## config.mk

```make
export PLATFORM = sky130hd
export DESIGN_NAME = instr_mem
export DESIGN_NICKNAME = d
export VERILOG_FILES = /design/src/rtl/instr_mem_pkg.sv /design/src/rtl/instr_mem_array.sv /design/src/rtl/instr_mem.sv
export SDC_FILE = /design/constraint.sdc
export NUM_CORES = 1
export LEC_CHECK = 0
export CAP_MARGIN = 20
export CORE_UTILIZATION = 56
export CTS_CLUSTER_DIAMETER = 30
export DETAILED_ROUTE_END_ITERATION = 8
export PLACE_DENSITY = 0.85
export REMOVE_ABC_BUFFERS = 1
export SLEW_MARGIN = 15
export SYNTH_ARGS = -nofsm -noshare
export SYNTH_HDL_FRONTEND = slang
export SYNTH_SLANG_ARGS = --single-unit
```

## constraint.sdc

```tcl
create_clock -name clk -period 4.65 [get_ports clk]
set_input_delay 0.465 -clock clk [delete_from_list [all_inputs] [get_ports clk]]
set_output_delay 0.465 -clock clk [all_outputs]
set_load 0.005 [all_outputs]
```

## src/rtl/instr_mem_pkg.sv

```systemverilog
// Shared types and constants for the instruction memory block.
package instr_mem_pkg;

    typedef enum logic [0:0] {
        LOAD = 1'b0,
        RUN  = 1'b1
    } state_t;

    // Wide enough for any practical instruction width; the top slices it to DATA_W.
    localparam logic [63:0] DEFAULT_HALT_WORD = 64'hFFFF_FFFF_FFFF_FFFF;

endpackage

```

## src/rtl/instr_mem_array.sv

```systemverilog
// Word storage with per-entry written marks, one write port and one registered read port.
module instr_mem_array
    import instr_mem_pkg::*;
#(
    parameter int                ADDR_W    = 5,
    parameter int                DEPTH     = 32,
    parameter int                DATA_W    = 32,
    parameter logic [DATA_W-1:0] HALT_WORD = DEFAULT_HALT_WORD[DATA_W-1:0]
) (
    input  logic              clk,
    input  logic              rst,
    input  logic              clr,
    input  logic              we,
    input  logic [ADDR_W-1:0] waddr,
    input  logic [DATA_W-1:0] wdata,
    input  logic              re,
    input  logic [ADDR_W-1:0] raddr,
    output logic [DATA_W-1:0] rd_data
);

    logic [DATA_W-1:0] mem [DEPTH];
    logic [DEPTH-1:0]  written;
    logic [DATA_W-1:0] rd_data_p1;

    // Data storage carries no reset; the written marks decide what is visible.
    always_ff @(posedge clk) begin
        if (we) begin
            mem[waddr] <= wdata;
        end
    end

    always_ff @(posedge clk) begin
        if (rst || clr) begin
            written <= '0;
        end else if (we) begin
            written[waddr] <= 1'b1;
        end
    end

    // ---- read stage p0 -> p1 ----
    always_ff @(posedge clk) begin
        if (re) begin
            rd_data_p1 <= (int'(raddr) < DEPTH && written[raddr]) ? mem[raddr] : HALT_WORD;
        end
    end

    assign rd_data = rd_data_p1;

endmodule

```

## src/rtl/instr_mem.sv

```systemverilog
// Loadable instruction memory: a LOAD phase filled by a streaming loader, then a RUN phase serving 1-cycle fetches.
module instr_mem
    import instr_mem_pkg::*;
#(
    parameter int                ADDR_W    = 5,
    parameter int                DEPTH     = 32,
    parameter int                DATA_W    = 32,
    parameter logic [DATA_W-1:0] HALT_WORD = DEFAULT_HALT_WORD[DATA_W-1:0]
) (
    input  logic              clk,
    input  logic              rst,
    input  logic              load_valid,
    input  logic [DATA_W-1:0] load_data,
    output logic              load_ready,
    input  logic              load_done,
    input  logic              reload,
    input  logic              fetch_req,
    input  logic [ADDR_W-1:0] fetch_addr,
    output logic              fetch_valid,
    output logic [DATA_W-1:0] fetch_instr,
    output logic              fetch_halt,
    output logic              running,
    output logic [ADDR_W:0]   load_count
);

    localparam logic [ADDR_W:0] DEPTH_C = (ADDR_W+1)'(DEPTH);

    state_t            state;
    logic [ADDR_W:0]   count;
    logic              accept;
    logic              last_word;
    logic              vld_p0;
    logic              vld_p1;
    logic [DATA_W-1:0] rd_data_p1;

    assign load_ready = (state == LOAD) && (count < DEPTH_C);
    assign accept     = load_valid && load_ready;
    assign last_word  = accept && (count == DEPTH_C - 1'b1);

    // reload overrides any same-cycle load activity; a word written then is masked by the cleared marks.
    always_ff @(posedge clk) begin
        if (rst) begin
            state <= LOAD;
            count <= '0;
        end else if (reload) begin
            state <= LOAD;
            count <= '0;
        end else begin
            if (accept) begin
                count <= count + 1'b1;
            end
            if (state == LOAD && (load_done || last_word)) begin
                state <= RUN;
            end
        end
    end

    // ---- fetch stage p0: request qualified by state ----
    assign vld_p0 = (state == RUN) && fetch_req && !reload;

    instr_mem_array #(
        .ADDR_W    (ADDR_W),
        .DEPTH     (DEPTH),
        .DATA_W    (DATA_W),
        .HALT_WORD (HALT_WORD)
    ) u_array (
        .clk     (clk),
        .rst     (rst),
        .clr     (reload),
        .we      (accept),
        .waddr   (count[ADDR_W-1:0]),
        .wdata   (load_data),
        .re      (vld_p0),
        .raddr   (fetch_addr),
        .rd_data (rd_data_p1)
    );

    // ---- fetch stage p1: result presented ----
    always_ff @(posedge clk) begin
        if (rst) begin
            vld_p1 <= 1'b0;
        end else begin
            vld_p1 <= vld_p0;
        end
    end

    assign fetch_valid = vld_p1;
    assign fetch_instr = vld_p1 ? rd_data_p1 : HALT_WORD;
    assign fetch_halt  = vld_p1 && (rd_data_p1 == HALT_WORD);
    assign running     = (state == RUN);
    assign load_count  = count;

endmodule

```

### Word level (Yosys, flattened, before mapping)

Memories as Yosys holds them, arrays and structs flattened. A register that Yosys moved wholly into a read port is not among the register bits.
Index checks and enable logic that the tools add are counted.

| cells by class | value |
|---|---|
| add/subtract/negate cells | 1 |
| reductions and logical operators | 13 |
| magnitude comparators | 4 |
| mux-type cells | 7 |
| eq/ne operators | 2 |
| bitwise logic cells | 2 |

Operator list:

| operator | number |
|---|---|
| $eq 32x32->1 const B | 1 |
| $mux 32 | 1 |
| $or 32x32->32 | 1 |
| $lt 5x6->1 const B | 2 |
| $logic_and 1x1->1 | 8 |
| $add 6x1->6 const B | 1 |
| $eq 6x5->1 const B | 1 |
| $lt 6x6->1 const B | 1 |
| $bmux 1 s5 | 1 |
| $demux 1 s5 | 1 |
| $ge 5x1->1 const B | 1 |
| $mux 1 | 4 |
| $logic_not 1->1 | 2 |
| $logic_or 1x1->1 | 2 |
| $reduce_or 2->1 | 1 |
| $not 1->1 | 1 |

| storage, ports and cells | value |
|---|---|
| bits of input ports | 43 |
| RAM bits | 1024 |
| bits in registers | 40 |
| memories kept | 1 |
| logic and storage cells | 34 |

Memories:

| memory | depth | bits a word | rd ports | clocked after Yosys merged registers in | wr ports | RTL line | source |
|---|---|---|---|---|---|---|---|
| u_array.mem | 32 | 32 | 1 | 1 | 1 | instr_mem_array.sv:21 | `logic [DATA_W-1:0] mem [DEPTH];` |

### Longest topological paths before layout

Gate-level depths: netlist of run 1.

| logic depth | value |
|---|---|
| word-level depth | 6 |
| gate-level depth with buffers | 9 |
| depth with buffers taken out | 5 |

### Hierarchy

A second synthesis of run 1 with hierarchy kept.

| second synthesis, totals | value |
|---|---|
| cells, all modules | 2072 |
| area, all modules | 42334.4 um^2 |

Modules (own cells, without submodules):

| module | cells an instance | instances | area each (um^2) | sequential area each (um^2) |
|---|---|---|---|---|
| instr_mem_array | 1986 | 1 | 41686.2 | 32351.0 |
| instr_mem | 86 | 1 | 648.1 | 160.2 |

### Least setup slack after synthesis of run 1

Ideal clock, no wire load.

| path | value |
|---|---|
| path type | flip-flop to flip-flop |
| from | register count[3] (netlist: load_count[3]) |
| to | memory u_array.mem[10][0] (enable) |
| clock period less this slack | 2.917 ns |
| data arrival time | 2.495 ns |
| path buffers | 1 |
| data required time | 4.227 ns |
| slack | 1.733 ns |
| cell stages (with the launch flop) | 4 |
| library setup time | 0.423 ns |
| path through | dfxtp_1 clkbuf_1 or3b_2 nor2_1 |

| on the way | value |
|---|---|
| word-level cells in the longest chain between the ends | 5 |

RTL lines:

| element | RTL line | source |
|---|---|---|
| start: declaration | instr_mem.sv:29 | `logic [ADDR_W:0] count;` |
| start signal: assignment | instr_mem.sv:50 | `count <= count + 1'b1;` |
| $lt 6x6->1 | instr_mem.sv:36 | `assign load_ready = (state == LOAD) && (count < DEPTH_C);` |
| $logic_and 1x1->1 | instr_mem.sv:36 |  |
| $logic_and 1x1->1 | instr_mem.sv:37 | `assign accept = load_valid && load_ready;` |
| $mux 1 | instr_mem_array.sv:27 | `if (we) begin` |
| $mux 1 (implied by the code) | instr_mem_array.sv:28 | `mem[waddr] <= wdata;` |
| end: declaration | instr_mem_array.sv:21 |  |

Several ways; a longest one is shown, not always the timed one.

### Final worst setup path of run 1

| path | value |
|---|---|
| from | register u_array.rd_data_p1[19] (netlist: u_array.rd_data[19]), read port of u_array.mem |
| to | output port fetch_halt |

| on the way | value |
|---|---|
| word-level cells in the longest chain between the ends | 2 |

RTL lines:

| element | RTL line | source |
|---|---|---|
| start: declaration | instr_mem_array.sv:23 | `logic [DATA_W-1:0] rd_data_p1;` |
| $eq 32x32->1 | instr_mem.sv:89 | `assign fetch_halt = vld_p1 && (rd_data_p1 == HALT_WORD);` |
| $logic_and 1x1->1 | instr_mem.sv:89 |  |
| end: declaration | instr_mem.sv:21 | `output logic fetch_halt,` |

No other way between the ends.

==> results of run 1 <==
[per-layer routing]
layer	GRT usage [%]	vias to the layer above	routed length (um)
li1	-	9393	-
met2	46.7	2045	54200
met4	16.8	6	6490
met1	37.4	12100	40100
met5	0	-	39
met3	9.71	444	14700
[power groups by stage]
stage / logic, mW / registers [mW] / clock network, mW
6_report: 1.03 / 10.9 / 12.3
5_1_grt: 1.07 / 10.9 / 12.8
4_1_cts: 1.01 / 10.9 / 12.3
3_5_place_dp: 0.984 / 11.1 / 0
3_3_place_gp: 0.935 / 11.1 / 0
2_1_floorplan: 0.436 / 11.1 / 0
[Yosys cell counts, types with 4 or more instances]
library cell	n
mux2_2	63
o21a_1	65
a221oi_2	23
nand3_1	15
o21ai_1	24
buf_2	34
o221ai_1	24
clkbuf_1	50
mux2i_1	208
ha_1	4
nor3_1	24
a22oi_1	4
a311oi_1	4
buf_6	25
buf_8	4
edfxtp_1	1056
buf_12	4
nand2_1	19
nand2b_1	33
buf_4	15
nand4_1	9
dfxtp_1	40
o211ai_1	32
a221oi_1	97
a211o_1	23
a221o_1	8
nor2_1	64
mux4_2	128
o22ai_1	16
[area by class of cell]
| type | count | area, um^2 |
|---|---|---|
| Antenna cell | 1 | 2.50 |
| Clock buffer | 170 | 4060 |
| Clock inverter | 125 | 1430 |
| Fill cell | 4461 | 25400 |
| Inverter | 5 | 18.8 |
| Multi-Input combinational cell | 911 | 9640 |
| Sequential cell | 1096 | 32500 |
| Tap cell | 978 | 1220 |
| Timing Repair Buffer | 158 | 1490 |
[stage by stage]
step,hold WS (ns),instances,cell area [um^2]
finish,0.249,3444,50400
global placement,0.448,3141,44900
CTS,0.227,3438,50400
floorplan,0.440,2012,41900
detailed placement,0.454,3143,44900
global route,0.244,3444,50400
[logic make-up after synthesis]
| family | count (synthesis) |
|---|---|
| AO/OA/AOI/OAI | 323 |
| multiplexers | 400 |
| AND/OR/NAND/NOR | 180 |
| buffers and inverters | 140 |
| adder cells (fa/ha/maj) | 4 |
| XOR/XNOR | 4 |
| flip-flops | 1096 |
[critical path, delay by kind of cell, from the launching register on]
family | cells | cell delay [ns]
flops | 1 | 0.43
simple gates | 3 | 1.39
buf+inv | 1 | 0.55
[layout by cell type, fill, tap and decap left out, types with 4 or more instances in the layout]
cell and count:
ha_1 4, dfxtp_1 39, nand2b_1 32, mux4_2 128, a221oi_2 23, a211o_1 23, buf_4 60, clkbuf_16 161
a311oi_1 4, nand2_1 19, nand3_1 15, clkinv_4 16, clkinv_2 21, nand4_1 9, nor2_1 30, o211ai_1 32
o221ai_1 24, edfxtp_1 1056, mux2i_1 208, o22ai_1 16, a221o_1 8, clkdlybuf4s50_1 62, o21ai_1 24, buf_8 7
bufinv_16 20, o21a_1 65, a221oi_1 97, nor3_1 24, nor2_4 33, clkbuf_1 9, inv_6 31, clkinvlp_4 11
clkinv_1 16, mux2_2 63, a22oi_1 4, buf_12 9, buf_2 18, inv_8 7
[flip-flops by register name, indices dropped and copies added, names as in the netlist]
register and count:
u_array.mem 1024, u_array.rd_data 32, u_array.written 32, load_count 6
fetch_valid 1, running 1
[how the worst max path moves through the flow]
stage                              startpoint                 end  slack, ns  depth (start not counted)
final                     u_array.rd_data[19]          fetch_halt       1.04                          4
after global placement          fetch_addr[0]  u_array.rd_data[6]       1.20                          5
after CTS                 u_array.rd_data[19]          fetch_halt       1.05                          4
after floorplan                 fetch_addr[1]  u_array.rd_data[0]      -0.97                          5
after global routing      u_array.rd_data[19]          fetch_halt       0.97                          4
after detailed placement        fetch_addr[0]  u_array.rd_data[5]       1.22                          5
==> impl_metrics.tcl, run 1 <==
set metrics [dict create \
    outcome "completed" \
    insertion_delay_ns 0.77 \
    post-dp-hpwl_mm 59.8 \
    crit_fanout 2 \
    power.net_switching_mw 5.42 \
    ys_seq_elements 1096 \
    drc 0 \
    ys_top_cells_by_area "edfxtp_1 (74%), mux4_2 (6.7%), mux2i_1 (4.9%)" \
    post-cts-setup-buffer-count 0 \
    yosysTopAreaCell "edfxtp_1" \
    power.density_nw_per_um2 481 \
    ir_drop_mv 0.252 \
    die_y_um 279 \
    place_congestion 0.868 \
    path_class "reg2out" \
    cts_tree "built" \
    clkPwrFrac_pct 50.8 \
    yosys_warnings 0 \
    slew_violations 0 \
    syn2layout_area_growth_pct 17.7 \
    die_x_um 279 \
    seq_area_frac_synth_pct 75.9 \
    grt_antenna_before_repair 7 \
    vias_per_cell 6.98 \
    grt_pass1_vias 24900 \
    p_total_mw 24.2 \
    fin_nets 2378 \
    cts_buffer_depth 3 \
    num_vias 24000 \
    grt_pass1_wl_mm 166 \
    synth.area.mux_share_pct 13.3 \
    cts_root_buf "clkbuf_16" \
    final_core_util_pct 66.4 \
    p_int_mw 18.8 \
    core_area_um2 75800 \
    fin_skew_ns 0.0289 \
    syn_area_per_cell_um2 19.9 \
    initial_utilization_pct 56.5 \
    netlist.area_leader.share_pct 74.1 \
    grt_max_degree 80 \
    start_kind "flop" \
    syn_area_um2 42800 \
    crit_slowest_cell "or4_1" \
    reg2reg_slack_ns 1.68 \
    numCtsBuffers 159 \
    num_io_pins 85 \
    p_leak_nw 16.5 \
    preCtsSetupSlack_ns 1.22 \
    synth_edf_count 1056 \
    track_usage_pct 30.0 \
    synth-compound-area-share_pct 6.35 \
    floorplan.die_area_um2 77600 \
    cts.clk_slew.worst_paths_ns 0.06 \
    cts_resized 0 \
    hold_violations 0 \
    holdBufCountCts 0 \
    synth_top_family_by_area "multiplexers" \
    yosys.area_share.simple_pct 2.07 \
    grt_overflow 0 \
    ys.flop_type "edfxtp_1" \
    htreeDepth 4 \
    synthXorXnorAreaFrac_pct 0.0818 \
    drv_cap 0 \
    cp_cell_sequence "nand4_1, or4_1, nor3_1, clkdlybuf4s50_1" \
    setup_ws_ns 1.04 \
    ys_types 45 \
    syn_inst 2147 \
    fmax_ghz 0.277 \
    worst_ep_required_time_ns 4.18 \
    port_buffers 84 \
    r2r_start "running" \
    rows 101 \
    rsz0062_at_grt "no" \
    wl_per_cell_um 33.5 \
    fin_crit_sh_pct 77.7 \
    drtAntennaViolNets 0 \
    worstHoldPathType "in2reg" \
    async_flop_share_pct 0 \
    synthAdderAreaFrac_pct 0.117 \
    clock-sinks 1096 \
    switching_share_pct 22.4 \
    drt_first_pass_iters 7 \
    worst_pin_slew_ns 1.16 \
    max_stage_delay_ns 0.77 \
    setup_tns_ns 0 \
    drtIter0Drc 3368 \
    min_period_ns 3.61 \
    r2r-end "u_array.mem[1][14]" \
    setup.worst_path.end_class "output pin" \
    setup_viol 0 \
    routed_wl_mm 116 \
    worstHoldStart "fetch_addr[4]" \
    r2r_cells 5 \
    power_frac_seq_pct 44.9 \
    slew_headroom_pct 22.2 \
    drive_gt1_share_pct 25.4 \
    whs_endpoint "u_array.rd_data[5]" \
    p_comb_share_pct 4.3 \
    worst_ep_arrival_time_ns 3.15 \
    hold_depth 2 \
]
No activity file was read; power rests on OpenSTA's default activity.
==> run 2: changes to the inputs <==
Settings changed: PLACE_DENSITY 0.85 to 0.88.
Clock period 4.65 ns to 3.05 ns, I/O delays scaled along.
==> run 2 against run 1 <==
- non-clock buffer count grew 35
- sequential cell count is the same
- global-route usage grew 1.8 points
- die area is the same
- sequential share of layout area shrank 0.58 points
- clock power grew 44%
- routed wire length grew 6.5%
- sequential power grew 52%
- count of clock-buffer cells in the layout shrank 3
- first-iteration DRC count grew 26%
- hold slack lost 0.061 ns
==> impl_metrics.tcl, run 2 (synthesized netlist as in run 1, its figures left out) <==
set metrics [dict create \
    outcome "completed" \
    wl_per_cell_um 35.5 \
    drtAntennaViolNets 0 \
    layout_common_cells "edfxtp_1 (1056), mux2i_1 (208), clkbuf_16 (158)" \
    slew_headroom_pct 24.7 \
    holdBufCountCts 0 \
    cts_buffer_depth 3 \
    cts_root_buf "clkbuf_16" \
    setup_tns_ns 0 \
    fin_crit_sh_pct 94.4 \
    setup_ws_ns 0.169 \
    worstHoldPathType "in2reg" \
    ir_drop_mv 0.464 \
    regMostFlops "u_array.mem" \
    post-dp-hpwl_mm 58.5 \
    grt_max_degree 78 \
    setup_viol 0 \
    path_class "reg2out" \
    setup.worst_path.end_class "output pin" \
    fin_nets 2406 \
    largest_reg_flops 1024 \
    final_core_util_pct 67.0 \
    start_kind "flop" \
    track_usage_pct 31.8 \
    hold_depth 2 \
    clock-sinks 1096 \
    p_leak_nw 16.6 \
    num_io_pins 85 \
    grt_pass1_wl_mm 174 \
    r2r_start "u_array.written[7]" \
    drtIter0Drc 4247 \
    drc 0 \
    rows 101 \
    crit_fanout 2 \
    drive_gt1_share_pct 25.5 \
    floorplan.die_area_um2 77600 \
    whs_ns 0.189 \
    routed_wl_mm 123 \
    die_y_um 279 \
    grt_pass1_vias 25500 \
    die_x_um 279 \
    worstHoldStart "load_done" \
    worst_ep_arrival_time_ns 2.58 \
    power.density_nw_per_um2 706 \
    grt_overflow 0 \
    place_congestion 0.844 \
    port_buffers 84 \
    preCtsSetupSlack_ns 0.394 \
    rsz0062_at_grt "no" \
    insertion_delay_ns 0.74 \
    cts_tree "built" \
    hold_violations 0 \
    r2r_cells 6 \
    nFillCells 4271 \
    fmax_ghz 0.347 \
    p_total_mw 35.9 \
    drv_cap 0 \
    slew_violations 0 \
    worst_pin_slew_ns 1.13 \
    syn2layout_area_growth_pct 18.7 \
    min_period_ns 2.88 \
    worst_ep_required_time_ns 2.74 \
    vias_per_cell 7.26 \
    crit_start "u_array.rd_data[1]" \
    drt_first_pass_iters 6 \
    core_area_um2 75800 \
    final_common_cell "edfxtp_1" \
    num_vias 25100 \
    fin_skew_ns 0.0340 \
    htreeDepth 4 \
    grt_antenna_before_repair 1 \
    numCtsBuffers 152 \
    cts.clk_slew.worst_paths_ns 0.06 \
    initial_utilization_pct 56.5 \
]
## run 2: timing repair
item,CTS,global route
buffers inserted,0,0
endpoints found under the setup margin,1,0
resized for setup,5,0
## run 2: final timing paths
| check | slack [ns] | end |
|---|---|---|
| hold / removal | 0.19 | running |
| setup reg to reg | 0.66 | u_array.rd_data[16] |
| setup / recovery | 0.17 | fetch_halt |
| hold reg to reg | 0.47 | u_array.written[2] |
## run 2: cell type report
type,count,area [um^2],share of cell area (%)
Multi-Input combinational cell,911,9660,19.0
Antenna cell,1,2.50,0.00492
Tap cell,978,1220,2.41
Sequential cell,1096,32500,64.0
Timing Repair Buffer,193,2300,4.52
Clock inverter,111,1130,2.22
Clock buffer,167,3990,7.84
Inverter,5,18.8,0.0369
## run 2: critical path: stages (launching register included)
cell and delay, ns:
edfxtp_1 0.36, nand4_1 0.37, or4_4 0.58, nor3_4 0.26, dlygate4sd2_1 0.27
## run 2: where the power goes
part           internal, mW  switching, mW
Clock                  10.6           7.02
Combinational         0.600           1.03
Sequential             16.6         0.0216
## run 2: per-layer routing
layer | wire, um | track usage (%) | share of wire, % | up-vias
li1 | - | - | - | 9453
met3 | 17500 | 9.63 | 14 | 582
met4 | 7590 | 18.6 | 6.2 | 2
met1 | 40500 | 39.8 | 33 | 12500
met2 | 57300 | 49.4 | 47 | 2571
met5 | 13 | 0 | 0.011 | -
## run 2: per-stage QoR
| stage | cell area [um^2] | instances |
|---|---|---|
| 2_1_floorplan | 41900 | 2012 |
| 3_3_place_gp | 45600 | 3179 |
| 3_5_place_dp | 45600 | 3179 |
| 4_1_cts | 50800 | 3457 |
| 5_1_grt | 50800 | 3461 |
| 6_report | 50800 | 3462 |
